**config.mk**
```make
export PLATFORM = sky130hd
export DESIGN_NAME = carry_select_adder
export DESIGN_NICKNAME = d
export VERILOG_FILES = /design/src/rtl/carry_select_adder_pkg.sv /design/src/rtl/carry_select_adder_rca_block.sv /design/src/rtl/carry_select_adder.sv
export SDC_FILE = /design/constraint.sdc
export NUM_CORES = 1
export LEC_CHECK = 0
export CORE_AREA = 2 2 39 41
export CTS_BUF_LIST = sky130_fd_sc_hd__clkbuf_4
export CTS_CLUSTER_DIAMETER = 200
export CTS_CLUSTER_SIZE = 14
export DETAILED_ROUTE_END_ITERATION = 6
export DIE_AREA = 0 0 41 43
export PLACE_DENSITY = 0.83
export SLEW_MARGIN = 20
export SYNTH_ARGS = -nofsm -noshare
export SYNTH_HDL_FRONTEND = slang
export SYNTH_SLANG_ARGS = --single-unit
export TNS_END_PERCENT = 5
```
**constraint.sdc**
```tcl
create_clock -name clk -period 4.2 [get_ports clk]
set_clock_uncertainty 0.05 [all_clocks]
set_input_delay 0.84 -clock clk [delete_from_list [all_inputs] [get_ports clk]]
set_output_delay 0.84 -clock clk [all_outputs]
set_load 0.01 [all_outputs]
```
**src/rtl/carry_select_adder_pkg.sv**
```systemverilog
// carry_select_adder_pkg: default geometry shared by the adder and its ripple blocks
package carry_select_adder_pkg;
  localparam int DEF_WIDTH = 8;
  localparam int DEF_BLOCK = 4;
endpackage

```
**src/rtl/carry_select_adder_rca_block.sv**
```systemverilog
// rca_block: combinational ripple-carry adder slice
module rca_block
  import carry_select_adder_pkg::*;
#(
  parameter int BLOCK = DEF_BLOCK
) (
  input  logic [BLOCK-1:0] a,
  input  logic [BLOCK-1:0] b,
  input  logic             cin,
  output logic [BLOCK-1:0] sum,
  output logic             cout
);
  logic [BLOCK:0] c;
  assign c[0] = cin;
  for (genvar i = 0; i < BLOCK; i++) begin : g_fa
    assign sum[i]   = a[i] ^ b[i] ^ c[i];
    assign c[i+1]   = (a[i] & b[i]) | (c[i] & (a[i] ^ b[i]));
  end
  assign cout = c[BLOCK];
endmodule

```
**src/rtl/carry_select_adder.sv**
```systemverilog
// carry_select_adder: registered unsigned {Cout,Sum} = A + B + Cin built from carry-select blocks
module carry_select_adder
  import carry_select_adder_pkg::*;
#(
  parameter int WIDTH = DEF_WIDTH,
  parameter int BLOCK = DEF_BLOCK
) (
  input  logic             clk,
  input  logic             rst,
  input  logic [WIDTH-1:0] A,
  input  logic [WIDTH-1:0] B,
  input  logic             Cin,
  output logic [WIDTH-1:0] Sum,
  output logic             Cout
);
  localparam int NB = WIDTH / BLOCK;
  if (WIDTH % BLOCK != 0) begin : g_chk
    $fatal(1, "carry_select_adder: WIDTH must be a multiple of BLOCK");
  end
  logic [NB:0]      sel;
  logic [WIDTH-1:0] sum_c;
  assign sel[0] = Cin;
  for (genvar k = 0; k < NB; k++) begin : g_blk
    if (k == 0) begin : g_base
      rca_block #(.BLOCK(BLOCK)) u_rca (
        .a(A[BLOCK-1:0]), .b(B[BLOCK-1:0]), .cin(sel[0]),
        .sum(sum_c[BLOCK-1:0]), .cout(sel[1])
      );
    end else begin : g_sel
      // both carry hypotheses resolve in parallel; the incoming carry only drives the muxes
      logic [BLOCK-1:0] s0, s1;
      logic             c0, c1;
      rca_block #(.BLOCK(BLOCK)) u_rca0 (
        .a(A[k*BLOCK +: BLOCK]), .b(B[k*BLOCK +: BLOCK]), .cin(1'b0),
        .sum(s0), .cout(c0)
      );
      rca_block #(.BLOCK(BLOCK)) u_rca1 (
        .a(A[k*BLOCK +: BLOCK]), .b(B[k*BLOCK +: BLOCK]), .cin(1'b1),
        .sum(s1), .cout(c1)
      );
      assign sum_c[k*BLOCK +: BLOCK] = sel[k] ? s1 : s0;
      assign sel[k+1]                = sel[k] ? c1 : c0;
    end
  end
  always_ff @(posedge clk) begin
    if (rst) {Cout, Sum} <= '0;
    else     {Cout, Sum} <= {sel[NB], sum_c};
  end
endmodule

```
---- Word level (Yosys, flattened, before mapping) ----
Index checks and enable logic that the tools add are counted.
Widths: inputs -> output; s select.
cells by class
  bitwise gates (word level) .............. 48
  reduce and logical (&&, ||, !) cells .... 0
  multipliers ............................. 0
  $add $sub $neg .......................... 0
  equal/unequal tests ..................... 0
  shift operators ......................... 0
  div/mod/pow operators ................... 0
  order comparisons ....................... 0
  muxes and demuxes ....................... 2
operators by type and width
  kind         count
  $and 1x1->1  18
  $xor 1x1->1  18
  $or 1x1->1   11
  $mux 4       1
  $mux 1       1
  $not 1->1    1
word-level totals
  ROM bits ................................ 0
  memory bits (writable) .................. 0
  memories ................................ 0
  input bits .............................. 19
  register bits after elaboration ......... 9
  output and inout port bits .............. 9
  latch bits .............................. 0

---- Longest topological paths before layout ----
Gate-level depths: netlist (run 1).
  depth after elaboration ................. 10
  depth in mapped cells ................... 13

---- Cells and area by module ----
Synthesis (run 1) repeated with hierarchy kept, for this count alone.
second synthesis, totals
  cell total of the unflattened synthesis .. 69
  area total of the unflattened synthesis .. 650.6 sq um
by module, submodules not included
  module              times used  area each (sq um)  cells an instance
  rca_block           3           117.6              14
  carry_select_adder  1           297.8              27

---- Worst setup path before layout (run 1) ----
OpenSTA, ideal clock, no wires.
  path kind ............................... input -> register
  from .................................... in A[0]
  to ...................................... reg Sum[7]
  setup slack ............................. 0.503 ns
  arrival time ............................ 3.527 ns
  required time ........................... 4.031 ns
  stages on the path ...................... 13
  setup time .............................. 0.119 ns
  path buffers ............................ 0
  cells stage by stage .................... fa_1 -> inv_1 -> fa_1 -> inv_1 -> fa_1 -> fa_1 -> mux2i_1 -> fa_1 -> inv_1 -> fa_1 -> inv_1 -> fa_1 -> nor2_1
between the ends
  longest elaborated chain between the ends .. 10
  elaborated cells between the ends (all ways) .. 11
ends and longest elaborated chain
  what                  RTL line                            RTL
  from (decl)           carry_select_adder.sv:10            input logic [WIDTH-1:0] A,
  $xor 1x1->1           carry_select_adder_rca_block.sv:17  assign c[i+1] = (a[i] & b[i]) | (c[i] & (a[i] ^ b[i]));
  $and 1x1->1           carry_select_adder_rca_block.sv:17
  $or 1x1->1 *          carry_select_adder_rca_block.sv:17
  $and 1x1->1 *         carry_select_adder_rca_block.sv:17
  $or 1x1->1 *          carry_select_adder_rca_block.sv:17
  $and 1x1->1 *         carry_select_adder_rca_block.sv:17
  $or 1x1->1 *          carry_select_adder_rca_block.sv:17
  $and 1x1->1 *         carry_select_adder_rca_block.sv:17
  $or 1x1->1 *          carry_select_adder_rca_block.sv:17
  $mux 4 *              carry_select_adder.sv:41            assign sum_c[k*BLOCK +: BLOCK] = sel[k] ? s1 : s0;
  to (signal assigned)  carry_select_adder.sv:47            else {Cout, Sum} <= {sel[NB], sum_c};
  to (decl)             carry_select_adder.sv:13            output logic [WIDTH-1:0] Sum,
Every way passes the cells marked *; elsewhere a longest branch is shown, timed or not.
A chain may end at the register's enable or synchronous reset.

---- Final worst setup path (run 1) ----
Same ends and word-level chain as after synthesis.

==> run_results.csv, run 1 <==
group,metric,value,unit
route,detailed_route_iter0_violations,1,
cells_and_area,drive_above_1_share,13.51,%
die,floorplan.die.height,43,µm
route,detail_route.first_pass.iterations,3,
logic_synthesis,synth_cells,43,
sta,max_clock_freq,251.3,MHz
route,wl_met1,251,µm
route,highest-signal-layer,"met3",
route,met3RoutedLength,112,µm
grt,grt_remaining_overflow,0,
logic_synthesis,netlist_area,474.2,µm²
hold_path,hold_class,"input pin to flop",
clock_network,clock_net_sink_count,9,
route,detailed_route_drc_error_count,0,
worst_setup_path,critical_path.startpoint_type,"input pin",
logic_synthesis,synth_top_cell_area_share,37.99,%
logic_synthesis,synthSimpleGateAreaFrac,11.87,%
power,p_leak,0.3656,nW
cells_and_area,post_layout_nonfiller_instances,90,
worst_setup_path,cp_cell_sequence,"clkdlybuf4s50_1 -> fa_1 -> inv_1 -> fa_1 -> inv_1 -> fa_1 -> fa_1 -> mux2i_1 -> fa_1 -> inv_1 -> fa_1 -> inv_1 -> fa_1 -> nor2_1",
route,wl,750,µm
outcome,status,"finished, final reports clean",
logic_synthesis,synth-compound-area-share,0,%
power,share_seq_of_total_power,40.1,%
clock_network,cts_buffers,3,
clock_network,tritoncts,"done",
sta,hold_ws,1.233,ns
route,route.met2.wl,387,µm
die,die_width,41,µm
placed_design,portBuffers,27,
clock_network,ctsHtreeMaxLevel,1,
sta,post-route-period-util,94.75,%
clock_network,hold_buffers,0,
logic_synthesis,synth-seq-area-share,37.99,%
logic_synthesis,synth_fa_ha_area_share,34.83,%
power,ir_worst_vdd,0.2194,mV
worst_setup_path,cpMostUsedCell,"fa_1",
logic_synthesis,synth.lib_cells_used.distinct,10,
logic_synthesis,synth_xor_xnor_area_share,1.847,%
cells_and_area,nets,103,
power,powerDensity,308.5,nW/µm²
run,cap_viol_max_count,0,
logic_synthesis,largest_family_of_logic_cells_by_synthesized_area,"adder cells",
worst_setup_path,critical_setup_path_kind,"input pin to flop",
die,initial_utilization,34.27,%
clock_network,max-clock-path-buffers,2,
grt,grt_pass1_wl,1262,µm
sta,finalSetupViolCount,0,
logic_synthesis,post_synth.cell_area_avg,11.03,µm²
sta,finalWorstSetupSlack,0.2205,ns
placed_design,gp_congestion,0.6542,
power,cell_internal_pwr,0.1868,mW
sta,timing.slew.headroom,72.79,%
power,switching_share_of_power,24.01,%
route,vias,368,
logic_synthesis,yosys_warnings,0,
logic_synthesis,yosys_register_bits,9,
die,fp-row-count,14,
logic_synthesis,yosys.area.top_type,"dfxtp_1",
clock_network,root_buffer,"clkbuf_4",
grt,via_count_of_the_first_global_routing_pass,342,
power,totalPowerFinal,0.2459,mW
sta,final_max_slew_viol_count,0,
sta,final_hold_vio_count,0,
worst_setup_path,crit_end,"Sum[7]",
clock_network,clk_pin_slew,0.06,ns
grt,grt_max_degree,10,
cells_and_area,multi_input_comb_area,240.2,µm²
clock_network,cts_resized,0,
sta,tightest_slew,0.4068,ns
logic_synthesis,synth.net_count,71,
route,via_per_inst,4.089,
die,area_enclosed_by_the_die_boundary,1763,µm²
worst_setup_path,worst_ep_required_time,4.34,ns
worst_setup_path,critPathMaxFanout,2,
cells_and_area,final_common_cell,"clkdlybuf4s50_1",
worst_setup_path,cp_peak_stage_delay,0.43,ns
placed_design,dpl_worst_slack,-0.08085,ns
worst_setup_path,crit_path_start,"A[0]",
route,final_antenna_net_count,0,
worst_setup_path,critPathCaptureType,"flop",
route,route.detailed.wl_per_inst,8.333,µm
placed_design,placedCellCount,86,
grt,antenna_violations_before_repair,0,
power,pwr-share-comb,30.2,%
power,clock_power_share,29.7,%
worst_setup_path,critPathArrivalTime,4.12,ns
cells_and_area,fillCellCount,125,
power,p_sw,0.05904,mW
cells_and_area,top_library_cells_by_usage_in_the_layout_fill_and_taps_aside,"27 x clkdlybuf4s50_1, 13 x inv_1, 9 x dfxtp_1",
worst_setup_path,critical-path-slowest-cell,"clkdlybuf4s50_1",
sta,post_layout_min_period,3.979,ns
sta,grt_setup_unrepaired,"no",
logic_synthesis,synth.mux.area_fraction,2.111,%
grt,global_route.usage.total,10.98,%
clock_network,cts_setup_buffers,0,
cells_and_area,layout.area.seq,180.2,µm²
die,i_o_pin_total,28,
sta,timing.setup.tns,0,ns
placed_design,place.detailed.hpwl,656.9,µm
cells_and_area,area_delta_synth_final,68.07,%
cells_and_area,diodes,0,
logic_synthesis,synth_area_leaders,"dfxtp_1 38%, fa_1 30%, inv_1 10%, nor2b_2 7.4%, ha_1 5.3%",
die,core_area,1384,µm²
==> state kept, by name (all words and copies together) (netlist names) <==
| name | flops |
|---|---|
| Cout | 1 |
| Sum | 8 |
==> power by group through the flow <==
stage,logic [mW],clock network [mW],registers (mW)
4_1_cts,0.0762,0.0762,0.0988
6_report,0.0743,0.0730,0.0985
2_1_floorplan,0.0258,0,0.106
5_1_grt,0.0846,0.0797,0.0996
3_5_place_dp,0.0761,0,0.101
3_3_place_gp,0.0745,0,0.100
==> worst min path at each step <==
stage / depth (start not counted) / slack (ns) / from / end
final: 4 / 1.23 / B[5] / Sum[5]
after global routing: 4 / 1.29 / B[7] / Cout
after CTS: 4 / 1.23 / B[5] / Sum[5]
after detailed placement: 4 / 1.51 / B[5] / Sum[5]
after global placement: 4 / 1.50 / B[5] / Sum[5]
after floorplan: 2 / 1.05 / Cin / Sum[0]
==> cell families after synthesis <==
family                   count (synthesis)
adder cells (fa/ha/maj)                  9
AND/OR/NAND/NOR                          9
flip-flops                               9
multiplexers                             1
XOR/XNOR                                 1
buffers and inverters                   14
==> worst max-delay path: cells and delay by family <==
family                     cells  cell delay, ns
adders and majority gates      7            2.30
buffers and inverters          5            0.67
muxes                          1            0.21
and+or+nand+nor                1            0.10
==> metal layers <==
metal	vias up	global-route usage (%)
li1	178	-
met1	171	11.71
met2	19	16.25
met3	0	9.424
met4	0	2.000
met5	-	0
==> synthesized netlist by cell type <==
cell and instances:
ha_1 2, xnor2_1 1, dfxtp_1 9, nor2_1 4, inv_1 13, fa_1 7, mux2i_1 1, clkbuf_2 1
nor2_2 1, nor2b_2 4
==> through the flow <==
stage                     cell area, µm²  utilization (%)
after global placement             767.0            55.43
after floorplan                    474.2                -
after CTS                          797.0            57.59
after global routing               797.0            57.59
final                              797.0            57.59
after detailed placement           767.0            55.43
==> area by class of cell <==
cell class	instances	area share, %
flip-flops and latches	9	22.61
well taps	16	2.512
multi-input cells	20	30.14
clock buffers	4	3.768
inverters	13	6.122
repair buffers	28	34.85
(Power assumes the default switching activity.)
==> run 2: changes to the inputs <==
Settings changed: CAP_MARGIN set to 20.
==> results of run 2 <==
Same layout as run 1: the final DEF is identical, and so are final timing and power.
